<file path="src/rtl/turn_signal_ctrl.sv">
// Control stage for the taillight blink sequencers: switch synchronisers and
// debouncers, turn/hazard mode FSM, and the step-rate divider.
module turn_signal_ctrl #(
  parameter int CLK_HZ          = 50_000_000,
  parameter int STEP_HZ         = 4,
  parameter int SYNC_STAGES     = 2,
  parameter int DEBOUNCE_CYCLES = 500_000
) (
  input  logic       in_clock,
  input  logic       reset,
  input  logic       sw_left,
  input  logic       sw_right,
  input  logic       sw_hazard,
  input  logic       sw_brake,
  output logic       left_step,
  output logic       left_clear_n,
  output logic       right_step,
  output logic       right_clear_n,
  output logic       brake_on,
  output logic [1:0] mode
);

  localparam int DIV   = CLK_HZ / STEP_HZ;
  localparam int DIV_W = $clog2(DIV);
  localparam int DB_W  = $clog2(DEBOUNCE_CYCLES + 1);

  localparam logic [DIV_W-1:0] DIV_LAST = DIV_W'(DIV - 1);
  localparam logic [DB_W-1:0]  DB_LAST  = DB_W'(DEBOUNCE_CYCLES - 1);

  localparam int SW_LEFT   = 0;
  localparam int SW_RIGHT  = 1;
  localparam int SW_HAZARD = 2;
  localparam int SW_BRAKE  = 3;

  typedef enum logic [1:0] {
    IDLE   = 2'd0,
    LEFT   = 2'd1,
    RIGHT  = 2'd2,
    HAZARD = 2'd3
  } mode_t;

  logic [3:0] raw;
  logic [3:0] synced;
  logic [3:0] deb;

  assign raw = {sw_brake, sw_hazard, sw_right, sw_left};

  for (genvar i = 0; i < 4; i++) begin : g_switch
    logic [SYNC_STAGES-1:0] chain;
    logic [DB_W-1:0]        cnt;
    logic                   level;

    always_ff @(posedge in_clock or posedge reset) begin
      if (reset) begin
        chain <= '0;
      end else begin
        chain <= {chain[SYNC_STAGES-2:0], raw[i]};
      end
    end

    assign synced[i] = chain[SYNC_STAGES-1];

    // A disagreement accepted on the cycle the run length would reach
    // DEBOUNCE_CYCLES; any agreeing cycle restarts the run.
    always_ff @(posedge in_clock or posedge reset) begin
      if (reset) begin
        cnt   <= '0;
        level <= 1'b0;
      end else if (synced[i] == level) begin
        cnt <= '0;
      end else if (cnt == DB_LAST) begin
        level <= synced[i];
        cnt   <= '0;
      end else begin
        cnt <= cnt + DB_W'(1);
      end
    end

    assign deb[i] = level;
  end

  mode_t            state;
  mode_t            state_next;
  mode_t            target;
  logic [DIV_W-1:0] div_cnt;
  logic [DIV_W-1:0] div_next;
  logic             left_active;
  logic             right_active;
  logic             left_step_next;
  logic             right_step_next;
  logic             left_clear_next;
  logic             right_clear_next;

  always_comb begin
    target = IDLE;
    if (deb[SW_HAZARD] || (deb[SW_LEFT] && deb[SW_RIGHT])) begin
      target = HAZARD;
    end else if (deb[SW_LEFT]) begin
      target = LEFT;
    end else if (deb[SW_RIGHT]) begin
      target = RIGHT;
    end
  end

  assign left_active  = (state == LEFT)  || (state == HAZARD);
  assign right_active = (state == RIGHT) || (state == HAZARD);

  // A mode change spends one cycle with both sequencers cleared and the
  // divider restarted, so the new pattern always begins from a known phase.
  always_comb begin
    state_next       = state;
    div_next         = '0;
    left_step_next   = 1'b0;
    right_step_next  = 1'b0;
    left_clear_next  = 1'b0;
    right_clear_next = 1'b0;
    if (state != target) begin
      state_next = target;
    end else begin
      left_clear_next  = left_active;
      right_clear_next = right_active;
      if (state != IDLE) begin
        div_next        = (div_cnt == DIV_LAST) ? '0 : div_cnt + DIV_W'(1);
        left_step_next  = left_active  && (div_cnt == DIV_LAST);
        right_step_next = right_active && (div_cnt == DIV_LAST);
      end
    end
  end

  always_ff @(posedge in_clock or posedge reset) begin
    if (reset) begin
      state         <= IDLE;
      div_cnt       <= '0;
      left_step     <= 1'b0;
      right_step    <= 1'b0;
      left_clear_n  <= 1'b0;
      right_clear_n <= 1'b0;
      brake_on      <= 1'b0;
    end else begin
      state         <= state_next;
      div_cnt       <= div_next;
      left_step     <= left_step_next;
      right_step    <= right_step_next;
      left_clear_n  <= left_clear_next;
      right_clear_n <= right_clear_next;
      brake_on      <= deb[SW_BRAKE];
    end
  end

  assign mode = state;

endmodule

</file>
<file path="config.mk">
export PLATFORM = sky130hd
export DESIGN_NAME = turn_signal_ctrl
export DESIGN_NICKNAME = d
export VERILOG_FILES = /design/src/rtl/turn_signal_ctrl.sv
export SDC_FILE = /design/constraint.sdc
export NUM_CORES = 1
export LEC_CHECK = 0
export CAP_MARGIN = 20
export CORE_UTILIZATION = 64
export CTS_BUF_LIST = sky130_fd_sc_hd__clkbuf_4
export DETAILED_ROUTE_END_ITERATION = 12
export PLACE_DENSITY_LB_ADDON = 0.12
export SLEW_MARGIN = 20
export SYNTH_ARGS = -nofsm -noshare
export SYNTH_HDL_FRONTEND = slang
export SYNTH_SLANG_ARGS = --single-unit
</file>
<file path="constraint.sdc">
create_clock -name in_clock -period 6 [get_ports in_clock]
set_clock_uncertainty 0.2 [all_clocks]
set_input_delay 1.2 -clock in_clock [delete_from_list [all_inputs] [get_ports in_clock]]
set_output_delay 1.2 -clock in_clock [all_outputs]
set_load 0.01 [all_outputs]
</file>
# [Yosys cells after proc, flatten, opt, wreduce, memory -nomap -nowiden]
# Index checks and enable logic that the tools add are counted.
[totals] ff_bits=119 in_bits=6 word_cells=72
[op_classes] n_eq_ne=13 n_bitwise=4 reduce_logical=11 add_sub_neg=5 n_mux=20
[ops] operator="19-bit 2-to-1 mux" n=8
[ops] operator="19-bit by 1-bit adder with 19-bit output, second input constant" n=4
[ops] operator="19-bit == test, second input constant" n=4
[ops] operator="24-bit 2-to-1 mux" n=3
[ops] operator="24-bit by 1-bit adder with 24-bit output, second input constant" n=1
[ops] operator="24-bit == test, second input constant" n=1
[ops] operator="2-bit AND reduction" n=4
[ops] operator="1-bit 2-to-1 mux" n=6
[ops] operator="2-bit 2-to-1 mux" n=3
[ops] operator="1-bit == test" n=4
[ops] operator="2-bit == test, second input constant" n=2
[ops] operator="1-bit NOT" n=4
[ops] operator="1-bit logical AND" n=3
[ops] operator="1-bit logical OR" n=3
[ops] operator="2-bit by 1-bit == test with 1-bit output, second input constant" n=1
[ops] operator="2-bit != test" n=1
[ops] operator="2-bit nonzero test" n=1

# [Longest topological paths before layout]
# Gate-level depths: netlist of the first run.
[logic_depth] depth_word=5 depth_mapped=7

# [Worst setup path after synthesis of the first run]
# No wires, ideal clock.
[synth_timing] kind="register to register" start="reg g_switch[0].cnt[11]" end="reg g_switch[0].cnt[10]" setup_slack_ps=3770 period_less_slack_ps=2230 path_stages_with_launch=6 arrival_ps=1911 setup_time_ps=119 path_cell_list="dfrtp_1 > or4_1 > or4_4 > o21ai_4 > buf_6 > nor2_2"
[synth_via] elab_chain_cells=3
[synth_lines] element="from (decl)" line_no="50" rtl="logic [DB_W-1:0] cnt;"
[synth_lines] element="from (signal assigned)" line_no="75" rtl="cnt <= cnt + DB_W'(1);"
[synth_lines] element="19-bit == test" line_no="71" rtl="end else if (cnt == DB_LAST) begin"
[synth_lines] element="19-bit 2-to-1 mux" line_no="71"
[synth_lines] element="19-bit 2-to-1 mux" line_no="69" rtl="end else if (synced[i] == level) begin"
# No other way between the ends.
# A chain may end at the register's enable or synchronous reset.

# [Final worst setup path of the first run]
[layout_timing] start="reg state[1], in the netlist mode[1]" end="out mode[1]"
[layout_lines] element="from (decl)" line_no="82" rtl="mode_t state;"
[layout_lines] element="from (signal assigned)" line_no="140" rtl="state <= state_next;"
[layout_lines] element="to (decl)" line_no="20" rtl="output logic [1:0] mode"
# No word-level cell between the ends.

==> flow_summary_export.csv, run 1 <==
group,metric,value,unit
outcome,status,"complete, no violations",
sta,worst_pin_slew,0.896,ns
synth,synth.distinct_cells,47,
clock_network,cts_tree,"yes",
worst_setup_path,end_kind,"output port",
synth,syn_area,5810,um^2
synth,synth_seq_cells,119,
grt,antenna_found_initial,0,
pwr,power_frac_clock,0.441,
detailed_routing,vias,4371,
detailed_routing,drc,0,
sta,fin_tns_setup,0,ns
worst_setup_path,crit_slowest_cell,"clkdlybuf4s50_1",
clock_network,cts_hold_buf,0,
synth,synthTopCellsByArea,"dfrtp_1, xnor2_1, nor2_1, xor2_1, nand3_1",
pwr,p_comb_frac,0.028,
synth,synth_top_cell_by_area,"dfrtp_1",
detailed_routing,dr.pass1.iters,4,
worst_setup_path,path_cells,"clkdlybuf4s50_1",
synth,yosysTopAreaCellShare,0.512,
die,die-area,9460,um^2
sta,clock.fmax,333,MHz
synth,ys.flop_type,"dfrtp_1",
clock_network,post_cts_buffers,0,
final_layout,diodes,0,
synth,ys_async_sr_fraction,1.00,
placed_design,port_buffers,12,
sta,fin_crit_sh,0.500,
synth,ys_top_cells_by_count,"dfrtp_1, nor2_1, xnor2_1, nand2_1, nand3_1",
sta,report.final.slew_viol_count,0,
synth,seq_area_frac_synth,0.512,
synth,ys_warn_count,0,
worst_setup_path,crit_arrival,1.60,ns
grt,first_global_vias,4325,
final_layout,fillers,647,
final_layout,drive_gt1_frac,0.114,
synth,yosysMostFrequentCell,"dfrtp_1",
worst_setup_path,critPathBufInv,1,
placed_design,hpwlAfterDp,7000,um
detailed_routing,ant_nets,0,
pwr,peakVddDrop,162,uV
pwr,intPower,0.00123,W
placed_design,place_ws,2.84,ns
die,core_area,8760,um^2
synth,syn_nets,583,
placed_design,dp.cells,676,
final_layout,stdcell_count,706,
synth,avgSynthCellArea,10.2,um^2
pwr,seq_power_share,0.531,
die,die_h,97.3,um
detailed_routing,initialDrtViolationCount,163,
sta,hold_ws,0.160,ns
clock_network,htreeDepth,4,
grt,grt_use_total,0.252,
placed_design,gp_congestion,0.839,
pwr,leakage,2.46,nW
worst_setup_path,worstSetupPathType,"flop to output port",
clock_network,post_cts_resized,0,
die,num_rows,34,
run,cap_violations,0,
sta,hold_viol,0,
sta,fin_ws,3.00,ns
final_layout,final_nets,598,
synth,synth_edf_count,0,
worst_setup_path,cp-start-kind,"flop",
detailed_routing,routedWlPerCell,15.3,um
sta,rsz0062_at_grt,"no",
die,start_util,0.663,
clock_network,clk_pin_slew_worst_paths,0.10,ns
grt,overflow,0,
final_layout,syn_to_final_growth,9.39,%
die,pin_count,13,
pwr,switching_share,0.206,
sta,setup_viol,0,
die,die_w,97.3,um
detailed_routing,wl,10800,um
grt,grt_pass1_wl,19200,um
worst_setup_path,crit_required,4.60,ns
worst_setup_path,cp_top_family,"buffers and inverters",
min_path,min_path_type,"flop to flop",
clock_network,worstSkewPairLatency,0.50,ns
worst_setup_path,max_stage_delay,0.59,ns
clock_network,cts_root_buf,"clkbuf_4",
sta,slew_headroom,0.403,
clock_network,clock-sinks,119,
clock_network,cts_buffers,17,
synth,syn_inst,572,
sta,min_period,3.00,ns
detailed_routing,viasPerCell,6.19,
grt,grt_start_max_net_pins,77,
pwr,p_switching,0.000319,W
worst_setup_path,cp_max_fo,7,
clock_network,clockBufferDepth,2,
pwr,power.density,243,nW/um^2
-- state kept, by name, summed over array words and instances (netlist names) --
signal	count
right_step	1
left_step	1
right_clear_n	1
g_switch.level	4
mode	2
g_switch.chain	8
brake_on	1
div_cnt	24
left_clear_n	1
g_switch.cnt	76
-- through the flow --
stage | utilization | power, W | instance area, um^2
after global routing | 0.725 | 0.00161 | 6360
after floorplan | - | 0.000866 | 5810
after CTS | 0.725 | 0.00156 | 6360
final | 0.725 | 0.00154 | 6360
after detailed placement | 0.687 | 0.000880 | 6020
after global placement | 0.685 | 0.000878 | 6000
-- path summary, 6_finish.rpt --
check / cells past startpoint / slack, ns / start / endpoint
max reg2reg: 4 / 3.47 / g_switch[0].cnt[11] / g_switch[0].cnt[6]
min in group asynchronous: 2 / 1.05 / reset / g_switch[3].cnt[15]
min reg2reg: 0 / 0.16 / g_switch[0].chain[0] / g_switch[0].chain[1]
max in group asynchronous: 3 / 3.47 / reset / g_switch[0].cnt[11]
min: 0 / 0.16 / g_switch[0].chain[0] / g_switch[0].chain[1]
max: 1 / 3.00 / mode[1] / mode[1]
-- cell families (layout without fill, tap and decap cells) --
| logic type | after synthesis | in the layout | synth area share |
|---|---|---|---|
| adders and majority gates | 5 | 5 | 0.0108 |
| DFF | 119 | 119 | 0.512 |
| buffers and inverters | 33 | 59 | 0.0269 |
| muxes | 4 | 4 | 0.00775 |
| AOI/OAI and AO/OA | 69 | 69 | 0.0792 |
| xor gates and xnor gates | 64 | 64 | 0.0965 |
| and+or+nand+nor | 278 | 278 | 0.266 |
-- cell usage in the layout, fill, tap and decap left out, drive strengths merged, types with 2 or more instances in the layout --
cell type      count
a211oi            12
a21oi             20
and2               6
and3               4
and4               8
buf                2
bufinv             6
clkbuf            17
clkdlybuf4s50     12
clkinv             7
dfrtp            119
ha                 5
inv               15
mux2               4
nand2             35
nand3             34
nand3b             2
nand4             27
nor2              70
nor3              23
nor3b              2
nor4              16
nor4bb             2
o21ai             21
o31ai             13
or2                5
or3               17
or4               21
xnor2             40
xor2              24
-- power by group through the flow --
stage | clock [W] | sequential [W] | combinational [W]
after detailed placement | 0 | 0.000835 | 0.0000447
after global routing | 0.000733 | 0.000822 | 0.0000516
after CTS | 0.000699 | 0.000820 | 0.0000452
after floorplan | 0 | 0.000833 | 0.0000328
final | 0.000681 | 0.000820 | 0.0000431
after global placement | 0 | 0.000835 | 0.0000434
-- area by class of cell --
type,count,area [um^2],share of cell area
Clock buffer,17,128,0.0201
Clock inverter,13,210,0.0331
Inverter,15,58.8,0.00925
Multi-Input combinational cell,420,2710,0.427
Sequential cell,119,2980,0.469
Tap cell,108,135,0.0213
Timing Repair Buffer,14,135,0.0213
-- per-layer routing --
metal | wire length, um | track usage | vias up
met3 | 330 | 0.0547 | 27
met1 | 4900 | 0.319 | 2149
met2 | 5290 | 0.415 | 78
met5 | 0 | 0 | -
met4 | 244 | 0.118 | 0
li1 | - | - | 2117
Note: power is estimated with default switching activity, not from simulation.
==> run 2: changes to the inputs <==
Clock period 6 ns to 3 ns, I/O delays scaled along.
==> run 2 against run 1 <==
Count of clock-buffer cells in the layout grew 3. First-iteration DRC count grew 45%. Total power grew 87%. Wire length grew 0.37%. Combinational power grew 110%. Sequential share of layout area grew 0.14 points. Worst hold slack lost 0.0036 ns.
==> flow_summary_export.csv, run 2 (synthesis results as in run 1) <==
group,metric,value,unit
outcome,status,"complete, no violations",
placed_design,hpwlAfterDp,7220,um
sta,rsz0062_at_grt,"no",
sta,hold_viol,0,
sta,setup_viol,0,
final_layout,syn_to_final_growth,9.07,%
final_layout,top_register,"g_switch.cnt",
placed_design,port_buffers,12,
clock_network,post_cts_buffers,0,
sta,fin_crit_sh,0.833,
final_layout,ff_latch_area,2980,um^2
grt,overflow,0,
detailed_routing,dr.pass1.iters,5,
worst_setup_path,end_kind,"flop",
final_layout,diodes,0,
final_layout,final_nets,602,
grt,grt_start_max_net_pins,91,
sta,clock.fmax,400,MHz
sta,slew_headroom,0.448,
pwr,seq_power_share,0.567,
clock_network,post_cts_resized,0,
clock_network,cts_hold_buf,0,
sta,fin_tns_setup,0,ns
detailed_routing,wl,10800,um
run,cap_violations,0,
pwr,peakVddDrop,449,uV
min_path,min_path_type,"flop to flop",
pwr,p_comb_frac,0.032,
clock_network,clock-sinks,119,
worst_setup_path,crit_required,3.19,ns
worst_setup_path,cp_max_fo,9,
pwr,leakage,2.45,nW
clock_network,clk_pin_slew_worst_paths,0.10,ns
worst_setup_path,cp-start-kind,"flop",
pwr,switching_share,0.226,
clock_network,cts_root_buf,"clkbuf_4",
die,start_util,0.663,
die,die-area,9460,um^2
sta,worst_pin_slew,0.825,ns
final_layout,fillers,624,
pwr,power,0.00289,W
clock_network,worstSkewPairLatency,0.49,ns
detailed_routing,ant_nets,0,
pwr,intPower,0.00224,W
detailed_routing,routedWlPerCell,15.2,um
placed_design,dpl_cell_area,6040,um^2
sta,min_period,2.50,ns
final_layout,final_util,0.723,
final_layout,layout.cells.most_common_list,"dfrtp_1, nor2_1, xnor2_1",
grt,first_global_vias,4200,
clock_network,htreeDepth,4,
worst_setup_path,max_stage_delay,0.59,ns
final_layout,multiInputGateArea,2700,um^2
placed_design,gp_congestion,0.852,
sta,hold_ws,0.157,ns
worst_setup_path,path_cells,"ha_1, nand4_2, or3_1, or4_4, a211oi_2",
clock_network,clockBufferDepth,2,
clock_network,cts_buffers,17,
clock_network,cts_tree,"yes",
die,die_w,97.3,um
detailed_routing,initialDrtViolationCount,236,
final_layout,largest_register_ffs,76,
worst_setup_path,crit_slowest_cell,"or3_1",
final_layout,design_area,6340,um^2
pwr,power_frac_clock,0.402,
detailed_routing,viasPerCell,6.03,
final_layout,drive_gt1_frac,0.119,
final_layout,layout_commonest_cell,"dfrtp_1",
worst_setup_path,crit_arrival,2.69,ns
detailed_routing,drc,0,
detailed_routing,vias,4290,
worst_setup_path,cp_top_family,"simple AND/OR/NAND/NOR gates",
grt,grt_pass1_wl,19100,um
worst_setup_path,critPathBufInv,0,
pwr,p_switching,0.000654,W
pwr,power.density,457,nW/um^2
worst_setup_path,worstSetupPathType,"flop to flop",
sta,report.final.slew_viol_count,0,
grt,antenna_found_initial,0,
final_layout,reg.largest.list,"g_switch.cnt (76), div_cnt (24), g_switch.chain (8)",
die,die_h,97.3,um
die,core_area,8760,um^2
grt,grt_use_total,0.247,
die,pin_count,13,
die,num_rows,34,
run 2: cell types whose count changed in the layout (fill, tap and decap cells not counted), sizes merged:
cell      previous run  this run
bufinv               6         3
clkinvlp             0         2
buf                  2         6
clkbuf              17        20
inv                 15        14
run 2: power by group through the flow:
| stage | logic [W] | registers, W | clock network [W] |
|---|---|---|---|
| 6_report | 0.0000918 | 0.00164 | 0.00116 |
| 5_1_grt | 0.000107 | 0.00164 | 0.00126 |
| 4_1_cts | 0.0000954 | 0.00164 | 0.00118 |
| 3_5_place_dp | 0.0000953 | 0.00167 | 0 |
| 3_3_place_gp | 0.0000913 | 0.00167 | 0 |
| 2_1_floorplan | 0.0000660 | 0.00167 | 0 |
run 2: path summary, 6_finish.rpt:
check	startpoint	to	slack, ns	cells past startpoint
min reg2reg	g_switch[2].chain[0]	g_switch[2].chain[1]	0.16	0
max reg2reg	div_cnt[0]	div_cnt[20]	0.50	5
max in group asynchronous	reset	g_switch[1].cnt[2]	1.81	3
min	g_switch[2].chain[0]	g_switch[2].chain[1]	0.16	0
max	div_cnt[0]	div_cnt[20]	0.50	5
min in group asynchronous	reset	g_switch[3].cnt[14]	0.38	3
run 2: worst register-to-register path, cell delays in order (launching register included):
cell and delay [ns]:
dfrtp_1 0.40, ha_1 0.24, nand4_2 0.20, or3_1 0.59
or4_4 0.54, a211oi_2 0.23
run 2: per-stage QoR:
stage          cells  worst slack, ns
5_1_grt          711            0.393
2_1_floorplan    572            0.745
4_1_cts          711            0.499
3_3_place_gp     680            0.580
6_report         711            0.502
3_5_place_dp     680            0.509
run 2: metal layers:
layer	track usage	up-vias	part of all wire
met5	0	-	0
met4	0.0566	0	0.0031
met3	0.0604	2	0.032
met2	0.409	82	0.50
met1	0.333	2103	0.46
li1	-	2103	-
run 2: cell type report:
type                            instances  area share
Sequential cell                       119       0.470
Multi-Input combinational cell        420       0.427
Timing Repair Buffer                   18      0.0280
Clock buffer                           20      0.0237
Tap cell                              108      0.0213
Clock inverter                         11      0.0209
Inverter                               15     0.00948
==> run 3: changes to the inputs <==
Settings changed: CORE_UTILIZATION 64 to 58.
Clock period 3 ns to 2 ns, I/O delays scaled along.
==> run 3 against run 2 <==
First-iteration DRC count up 24%. Via count is 15% higher. Critical path type unchanged. Utilization increased by 4.6 points. The run now ends with setup timing left. Worst hold slack worse by 0.068 ns. Highest routed layer unchanged. Register-to-register slack worse by 0.71 ns. Clock power up 53%. Maximum frequency rose by 13%.
==> flow_summary_export.csv, run 3 (synthesis results as in run 1) <==
group,metric,value,unit
outcome,status,"finished, violations left",
outcome,violations,"setup timing",
die,die_h,102,um
clock_network,clock-sinks,119,
worst_setup_path,cp-start-kind,"flop",
placed_design,port_buffers,12,
pwr,intPower,0.00336,W
final_layout,drive_gt1_frac,0.305,
sta,slew_headroom,0.708,
run,cap_violations,0,
clock_network,cts_buffers,17,
pwr,seq_power_share,0.557,
grt,grtUsageMet3,0.0568,
worst_setup_path,path_cells,"or4_4, or4_4, o21ai_4, buf_12, nor2_1",
grt,overflow,0,
clock_network,clk_pin_slew_worst_paths,0.10,ns
grt,use_met1,0.331,
min_path,min_path_type,"input port to asynchronous set/reset pin",
pwr,p_comb_frac,0.038,
clock_network,cts_tree,"yes",
detailed_routing,drc,0,
die,core_area,9730,um^2
final_layout,layout_commonest_cell,"dfrtp_1",
sta,min_period,2.21,ns
placed_design,gp_congestion,0.891,
grt,grt_pass1_wl,21600,um
worst_setup_path,worstSetupPathType,"flop to flop",
sta,setup_viol,50,
final_layout,layout.cells.most_common_list,"dfrtp_1, buf_4, nor2_1",
pwr,peakVddDrop,606,uV
final_layout,reg.largest.list,"g_switch.cnt (76), div_cnt (24), g_switch.chain (8)",
detailed_routing,dr.pass1.iters,5,
pwr,switching_share,0.237,
sta,clock.fmax,452,MHz
final_layout,fillers,652,
final_layout,diodes,0,
pwr,power,0.00441,W
pwr,leakage,3.07,nW
clock_network,cts_hold_buf,0,
detailed_routing,ant_nets,0,
worst_setup_path,end_kind,"flop",
detailed_routing,initialDrtViolationCount,292,
final_layout,syn_to_final_growth,28.7,%
pwr,power.density,589,nW/um^2
die,start_util,0.597,
grt,grtUsageMet2,0.466,
clock_network,clockBufferDepth,2,
die,num_rows,36,
die,die-area,10400,um^2
placed_design,hpwlAfterDp,8410,um
sta,rsz0062_at_grt,"yes",
sta,worst_pin_slew,0.435,ns
die,die_w,102,um
worst_setup_path,crit_slowest_cell,"or4_4",
clock_network,worstSkewPairLatency,0.55,ns
worst_setup_path,max_stage_delay,0.56,ns
worst_setup_path,cpMostUsedCell,"or4_4",
final_layout,largest_register_ffs,76,
final_layout,final_util,0.769,
detailed_routing,routedWlPerCell,15.9,um
grt,grt_use_total,0.273,
placed_design,dpl_cell_area,6790,um^2
worst_setup_path,crit_arrival,2.45,ns
grt,first_global_vias,4803,
grt,grt_start_max_net_pins,63,
worst_setup_path,crit_required,2.24,ns
clock_network,htreeDepth,4,
final_layout,final_nets,710,
pwr,p_switching,0.00105,W
detailed_routing,wl,13500,um
pwr,power_frac_clock,0.405,
placed_design,place_ws,-0.216,ns
sta,hold_viol,0,
clock_network,cts_root_buf,"clkbuf_4",
final_layout,design_area,7480,um^2
worst_setup_path,cp_max_fo,18,
grt,antenna_found_initial,0,
sta,report.final.slew_viol_count,0,
sta,fin_crit_sh,1.11,
detailed_routing,viasPerCell,5.82,
grt,globalRoute.busiestLayer,"met2",
sta,fin_ws,-0.211,ns
die,pin_count,13,
detailed_routing,vias,4920,
final_layout,top_register,"g_switch.cnt",
==> run 3: worst paths after layout <==
| check | from | to | slack [ns] | cells past startpoint |
|---|---|---|---|---|
| min reg2reg | g_switch[2].chain[0] | g_switch[2].chain[1] | 0.15 | 0 |
| max reg2reg | g_switch[0].cnt[9] | g_switch[0].cnt[2] | -0.21 | 5 |
| max in group asynchronous | reset | g_switch[1].cnt[8] | 1.15 | 3 |
| min | reset | g_switch[3].chain[0] | 0.09 | 3 |
| max | g_switch[0].cnt[9] | g_switch[0].cnt[2] | -0.21 | 5 |
| min in group in_clock | sw_brake | g_switch[3].chain[0] | 0.09 | 1 |
==> run 3: power groups by stage <==
stage	sequential (W)	clock, W	combinational [W]
final	0.00246	0.00178	0.000167
after global routing	0.00246	0.00194	0.000193
after CTS	0.00246	0.00182	0.000169
after detailed placement	0.00250	0	0.000169
after global placement	0.00250	0	0.000163
after floorplan	0.00250	0	0.000102
==> run 3: metal layers <==
| layer | up-vias | share of wire |
|---|---|---|
| li1 | 2338 | - |
| met1 | 2402 | 0.42 |
| met2 | 130 | 0.51 |
| met3 | 50 | 0.048 |
| met4 | 0 | 0.029 |
| met5 | - | 0 |
==> run 3: critical path, delay by kind of cell (launching register included) <==
family | cells | cell delay, ns
flops | 1 | 0.40
simple gates | 3 | 1.15
buf+inv | 1 | 0.18
compound gates | 1 | 0.17
==> run 3: per-stage QoR <==
step | TNS, ns | std cells | hold slack, ns
final | -7.47 | 845 | 0.0890
after detailed placement | -8.79 | 787 | 0.140
after CTS | -7.09 | 834 | 0.0699
after global placement | -6.73 | 787 | 0.136
after global routing | -12.16 | 845 | 0.0550
after floorplan | -12.17 | 572 | 0.131
==> run 3: timing repair <==
action | in CTS | in global routing
buffers inserted | 13 | 11
setup endpoints to repair | 69 | 67
pin swaps | 16 | 14
resized for setup | 31 | 22
gates cloned | 2 | 1
==> run 3: layout make-up <==
cell class                 count  area (um^2)  area share
clock inverter                14          158      0.0211
timing repair buffer         124         1070       0.143
multi-input combinational    422         2910       0.389
tap                          133          166      0.0222
sequential                   119         2980       0.399
inverter                      15         60.1     0.00803
clock buffer                  18          135      0.0181
